--- config.mk ---
export PLATFORM = sky130hd
export DESIGN_NAME = core_run_monitor
export DESIGN_NICKNAME = d
export VERILOG_FILES = /design/src/rtl/core_run_monitor.sv
export SDC_FILE = /design/constraint.sdc
export NUM_CORES = 1
export LEC_CHECK = 0
export BUFFER_PORTS_ARGS = -buffer_cell sky130_fd_sc_hd__buf_2
export CORE_AREA = 2 2 150 152
export CTS_CLUSTER_DIAMETER = 30
export CTS_CLUSTER_SIZE = 25
export DETAILED_ROUTE_END_ITERATION = 8
export DIE_AREA = 0 0 152 154
export PLACE_DENSITY = 0.69
export SLEW_MARGIN = 20
export SYNTH_ARGS = -nofsm -noshare
export SYNTH_HDL_FRONTEND = slang
export SYNTH_SLANG_ARGS = --single-unit
--- constraint.sdc ---
create_clock -name MAIN_CLOCK -period 8.2 [get_ports MAIN_CLOCK]
set_clock_uncertainty 0.15 [all_clocks]
set_input_delay 0.41 -clock MAIN_CLOCK [delete_from_list [all_inputs] [get_ports MAIN_CLOCK]]
set_output_delay 0.41 -clock MAIN_CLOCK [all_outputs]
set_load 0.05 [all_outputs]
--- src/rtl/core_run_monitor.sv ---
`default_nettype none
// ============================================================================
// Module      : core_run_monitor
// Description : Run monitor for the multi-core matrix-multiplication CPU.
//               Latches the first finish cycle of every core, reports overall
//               completion and raises a watchdog timeout when a run exceeds
//               TIMEOUT_CYCLES.
//               Optional per-core command-change statistics are built when
//               the macro CORE_RUN_MONITOR_CMD_STATS_EN is defined.
// Revision    : 1.0 - initial release
// ============================================================================
module core_run_monitor #(
   parameter int NUM_CORES      = 4,        // 1..16
   parameter int CNT_W          = 32,
   parameter int TIMEOUT_CYCLES = 1500000,  // >= 2 and < 2**CNT_W
   parameter int CMD_W          = 6
) (
   input  logic                       MAIN_CLOCK,
   input  logic                       RESET,
   input  logic                       START,
   input  logic [NUM_CORES-1:0]       PROCESS_DONE,
`ifdef CORE_RUN_MONITOR_CMD_STATS_EN
   input  logic [NUM_CORES*CMD_W-1:0] CMD,
`endif
   input  logic [3:0]                 RD_SEL,
   output logic                       BUSY,
   output logic                       ALL_DONE,
   output logic                       TIMEOUT,
   output logic [NUM_CORES-1:0]       CORE_DONE_MASK,
   output logic [CNT_W-1:0]           CYCLE_COUNT,
`ifdef CORE_RUN_MONITOR_CMD_STATS_EN
   output logic [15:0]                CMD_CHANGES,
`endif
   output logic [CNT_W-1:0]           FINISH_CYCLE
);

   typedef enum logic [1:0] {
      IDLE      = 2'd0,
      RUN       = 2'd1,
      DONE      = 2'd2,
      TIMED_OUT = 2'd3
   } state_t;

   localparam logic [CNT_W-1:0]     LIMIT    = CNT_W'(TIMEOUT_CYCLES - 1);
   localparam logic [NUM_CORES-1:0] ALL_ONES = {NUM_CORES{1'b1}};

   state_t                 state;
   logic [NUM_CORES-1:0]   capture;     // cores finishing on this edge
   logic [NUM_CORES-1:0]   mask_next;   // mask as it will be after this edge
   logic                   start_ok;    // START accepted (ignored while running)
   logic [CNT_W-1:0]       finish [NUM_CORES];
   logic [CNT_W-1:0]       finish_sel;

   // Newly finishing cores and the accepted-start qualifier.
   always_comb begin
      capture   = '0;
      if (state == RUN) begin
         capture = PROCESS_DONE & ~CORE_DONE_MASK;
      end
      mask_next = CORE_DONE_MASK | capture;
      start_ok  = START && (state != RUN);
   end

   // Run-control FSM with its cycle counter, done mask and status flags.
   always_ff @(posedge MAIN_CLOCK or posedge RESET) begin
      if (RESET) begin
         state          <= IDLE;
         CYCLE_COUNT    <= '0;
         CORE_DONE_MASK <= '0;
         BUSY           <= 1'b0;
         ALL_DONE       <= 1'b0;
         TIMEOUT        <= 1'b0;
      end else begin
         case (state)
            RUN: begin
               CORE_DONE_MASK <= mask_next;
               CYCLE_COUNT    <= CYCLE_COUNT + 1'b1;
               // Completion takes priority over the budget limit on the same edge.
               if (mask_next == ALL_ONES) begin
                  state    <= DONE;
                  BUSY     <= 1'b0;
                  ALL_DONE <= 1'b1;
               end else if (CYCLE_COUNT == LIMIT) begin
                  state    <= TIMED_OUT;
                  BUSY     <= 1'b0;
                  TIMEOUT  <= 1'b1;
               end
            end
            default: begin
               // IDLE, DONE and TIMED_OUT all (re)start on START.
               if (START) begin
                  state          <= RUN;
                  CYCLE_COUNT    <= '0;
                  CORE_DONE_MASK <= '0;
                  BUSY           <= 1'b1;
                  ALL_DONE       <= 1'b0;
                  TIMEOUT        <= 1'b0;
               end
            end
         endcase
      end
   end

   // Per-core finish timestamps: captured once per run, cleared on start.
   always_ff @(posedge MAIN_CLOCK or posedge RESET) begin
      if (RESET) begin
         for (int i = 0; i < NUM_CORES; i++) begin
            finish[i] <= '0;
         end
      end else if (start_ok) begin
         for (int i = 0; i < NUM_CORES; i++) begin
            finish[i] <= '0;
         end
      end else begin
         for (int i = 0; i < NUM_CORES; i++) begin
            if (capture[i]) begin
               finish[i] <= CYCLE_COUNT;
            end
         end
      end
   end

   // Timestamp select; out-of-range indices read as zero.
   always_comb begin
      finish_sel = '0;
      for (int i = 0; i < NUM_CORES; i++) begin
         if (RD_SEL == 4'(i)) begin
            finish_sel = finish[i];
         end
      end
   end

   // Registered timestamp readout (one-cycle latency from RD_SEL).
   always_ff @(posedge MAIN_CLOCK or posedge RESET) begin
      if (RESET) begin
         FINISH_CYCLE <= '0;
      end else begin
         FINISH_CYCLE <= finish_sel;
      end
   end

`ifdef CORE_RUN_MONITOR_CMD_STATS_EN
   logic [CMD_W-1:0] cmd_prev [NUM_CORES];
   logic [15:0]      cmd_cnt  [NUM_CORES];
   logic [15:0]      cmd_sel;

   // Command-change counters: previous value loaded on start so the first
   // RUN edge never counts; a core stops counting once it has finished.
   always_ff @(posedge MAIN_CLOCK or posedge RESET) begin
      if (RESET) begin
         for (int i = 0; i < NUM_CORES; i++) begin
            cmd_prev[i] <= '0;
            cmd_cnt[i]  <= '0;
         end
      end else if (start_ok) begin
         for (int i = 0; i < NUM_CORES; i++) begin
            cmd_prev[i] <= CMD[i*CMD_W +: CMD_W];
            cmd_cnt[i]  <= '0;
         end
      end else if (state == RUN) begin
         for (int i = 0; i < NUM_CORES; i++) begin
            cmd_prev[i] <= CMD[i*CMD_W +: CMD_W];
            if (!CORE_DONE_MASK[i] && (CMD[i*CMD_W +: CMD_W] != cmd_prev[i]) &&
                (cmd_cnt[i] != 16'hFFFF)) begin
               cmd_cnt[i] <= cmd_cnt[i] + 16'd1;
            end
         end
      end
   end

   // Counter select; out-of-range indices read as zero.
   always_comb begin
      cmd_sel = '0;
      for (int i = 0; i < NUM_CORES; i++) begin
         if (RD_SEL == 4'(i)) begin
            cmd_sel = cmd_cnt[i];
         end
      end
   end

   // Registered counter readout (one-cycle latency from RD_SEL).
   always_ff @(posedge MAIN_CLOCK or posedge RESET) begin
      if (RESET) begin
         CMD_CHANGES <= '0;
      end else begin
         CMD_CHANGES <= cmd_sel;
      end
   end
`endif

endmodule
`default_nettype wire

==> flow_metrics.env <==
export IMPL_synth_area_leaders="dfrtp_1 (59%), a22o_1 (13%), mux4_2 (8.4%), nor2b_1 (2.4%), mux2i_1 (1.8%)"
export IMPL_stdcell_area_sq_um=10500
export IMPL_final_nets=716
export IMPL_die_area_sq_um=23400
export IMPL_core_region_area_sq_um=21700
export IMPL_ys_types=45
export IMPL_relSlewSlack=0.294
export IMPL_final_common_cell="dfrtp_1"
export IMPL_rrSetupSlack_ns=5.18
export IMPL_die_x_microns=152
export IMPL_worstMarginPinSlew_ns=1.06
export IMPL_postRouteAntennaNets=0
export IMPL_port_buffers=81
export IMPL_initial_core_util=0.395
export IMPL_num_rows=54
export IMPL_num_io_pins=82
export IMPL_synthCells=646
export IMPL_dp_slack_ns=5.23
export IMPL_die_h_microns=154
export IMPL_cts_tree="yes"
export IMPL_diodes=0
export IMPL_slew_violations=0
export IMPL_grt_pass1_vias=6018
export IMPL_fmax_mhz=331
export IMPL_worstSetupPathType="reg -> reg"
export IMPL_routed_wl_microns=21000
export IMPL_ir_worst_vdd_mv=0.310
export IMPL_routedWlPerCell_microns=20.7
export IMPL_finalCriticalPeriod_ns=3.02
export IMPL_synth_top_area_cell="dfrtp_1"
export IMPL_syn_nets=658
export IMPL_rsz0062_at_grt="false"
export IMPL_via_count=5893
export IMPL_grt_max_degree=123
export IMPL_crit_chain="nand2b_1 -> nor3b_4 -> buf_4 -> nor2_2 -> buf_4 -> a22o_1"
export IMPL_cp_slowest_cell="nand2b_1"
export IMPL_synthesis_area_sq_um=8570
export IMPL_tns_ns=0
export IMPL_end_kind="flop"
export IMPL_max_stage_delay_ns=0.84
export IMPL_finalHoldViolCount=0
export IMPL_root_buffer="clkbuf_16"
export IMPL_gp_congestion=0.784
export IMPL_ys_seq_area_frac=0.587
export IMPL_overflow=0
export IMPL_post_cts_resized=0
export IMPL_synth_edf_count=0
export IMPL_clk_latency_ns=0.51
export IMPL_required_ns=8.48
export IMPL_fillCellCount=1852
export IMPL_setup_ws_ns=5.18
export IMPL_cp_max_fo=34
export IMPL_grt_pass1_wl_microns=34700
export IMPL_status="finished, final reports clean"
export IMPL_drt_pre_antenna_iters=5
export IMPL_antenna_found_initial=0
export IMPL_max_cap_violations=0
export IMPL_synthFlopType="dfrtp_1"
export IMPL_cts_sinks=201
export IMPL_yosysWarnings=0
export IMPL_area_growth_syn_to_layout_pct=23.0
export IMPL_p_leak_uw=0.00507
export IMPL_crit_arrival_ns=3.30
export IMPL_place_area_sq_um=9110
export IMPL_ys_ff_latch=201
export IMPL_synth_top_area_frac=0.587
export IMPL_async_flop_share=1.00
export IMPL_grt_use_total=0.184
export IMPL_cts_clk_slew_worst_paths_ns=0.05
export IMPL_hpwlAfterDp_microns=12200
export IMPL_cp_common_cell="buf_4"
export IMPL_htreeDepth=2
export IMPL_cts_inserted_buffers=40
export IMPL_power_density_nw_per_um2=321
export IMPL_vias_per_cell=5.81
export IMPL_clock_path_buffers=3
export IMPL_fin_crit_sh=0.368
export IMPL_hold_path_class="in -> reg"
export IMPL_initialDrtViolationCount=413
export IMPL_setup_viol=0
export IMPL_avgSynthCellArea_sq_um=13.3
export IMPL_start_kind="flop"
export IMPL_layout_drive_gt1_share=0.285
export IMPL_drc_errors=0
export IMPL_final_cell_mix="dfrtp_1 (201), a22o_1 (131), buf_2 (81)"
-- final cells by class --
type | count | area, sq um | share of cell area
multi-input combinational | 365 | 3230 | 0.307
clock inverter | 23 | 308 | 0.0292
timing repair buffer | 89 | 472 | 0.0447
inverter | 7 | 33.8 | 0.00320
clock buffer | 49 | 1120 | 0.106
tap | 280 | 350 | 0.0332
sequential | 201 | 5030 | 0.477
-- metal layers --
layer,routed length [microns],track usage,vias up
li1,-,-,2563
met1,9720,0.271,3092
met2,9600,0.273,203
met3,1220,0.0349,35
met4,454,0.0681,0
met5,0,0,-
-- worst max-delay path: cells and delay by family (launching register included) --
| kind | cells | cell delay, ns |
|---|---|---|
| AND/OR/NAND/NOR | 3 | 1.52 |
| flip-flops | 1 | 0.39 |
| buffers and inverters | 2 | 0.68 |
| AO/OA/AOI/OAI | 1 | 0.17 |
-- power breakdown --
group / total (uW) / switching (uW) / internal, uW
clock network: 1700 / 540 / 1160
logic: 572 / 444 / 128
registers: 1110 / 68.2 / 1050
total: 3390 / 1050 / 2340
-- synthesized netlist by cell type (3+ instances only) --
master / count
nor3_1: 4
inv_1: 7
nand4_2: 3
xor2_1: 3
dfrtp_1: 201
and3_1: 3
buf_1: 4
nand3_1: 14
nor4b_1: 3
nand4b_1: 3
buf_2: 28
nand4_1: 10
clkbuf_1: 34
and4_1: 3
buf_4: 6
nor4_1: 6
nor3b_2: 4
nor2b_1: 33
o21ai_0: 14
nor2_1: 17
mux4_2: 32
mux2i_1: 15
a21oi_1: 3
nand2_1: 35
o41ai_1: 4
a22o_1: 131
-- flip-flops by register name, indices dropped and copies added (netlist names) --
| register | cells |
|---|---|
| FINISH_CYCLE | 32 |
| CORE_DONE_MASK | 4 |
| CYCLE_COUNT | 32 |
| ALL_DONE | 1 |
| state | 2 |
| finish | 128 |
| BUSY | 1 |
| TIMEOUT | 1 |
-- worst paths after layout --
check,startpoint,end,depth (start not counted)
setup / recovery,state[1],finish[39],6
hold / removal,START,state[0],2
setup reg to reg,state[1],finish[39],6
hold reg to reg,ALL_DONE,ALL_DONE,2
max in group asynchronous,RESET,FINISH_CYCLE[10],4
min in group asynchronous,RESET,FINISH_CYCLE[5],3
-- through the flow --
stage               instances  total power [uW]   util  hold slack, ns
global placement          941              1690  0.420           0.311
finish                   1014              3390  0.486          0.0170
CTS                      1014              3410  0.486         0.00219
detailed placement        941              1700  0.420           0.316
floorplan                 646              1530      -           0.311
global route             1014              3510  0.486          0.0294
-- cell families (layout without fill, tap and decap cells) --
kind of cell	count (synthesis)	in the layout	synth area share
compound gates	166	166	0.161
xor+xnor	5	5	0.00511
fa+ha+maj	1	1	0.00146
buf+inv	80	168	0.0419
flops	201	201	0.587
mux	47	47	0.102
simple gates	146	146	0.103
-- repair_timing --
item,4_1_cts,5_1_grt
setup buffers,0,0
hold buffers,1,0
hold endpoints to repair,121,0
Note: power is estimated with default switching activity, not from simulation.
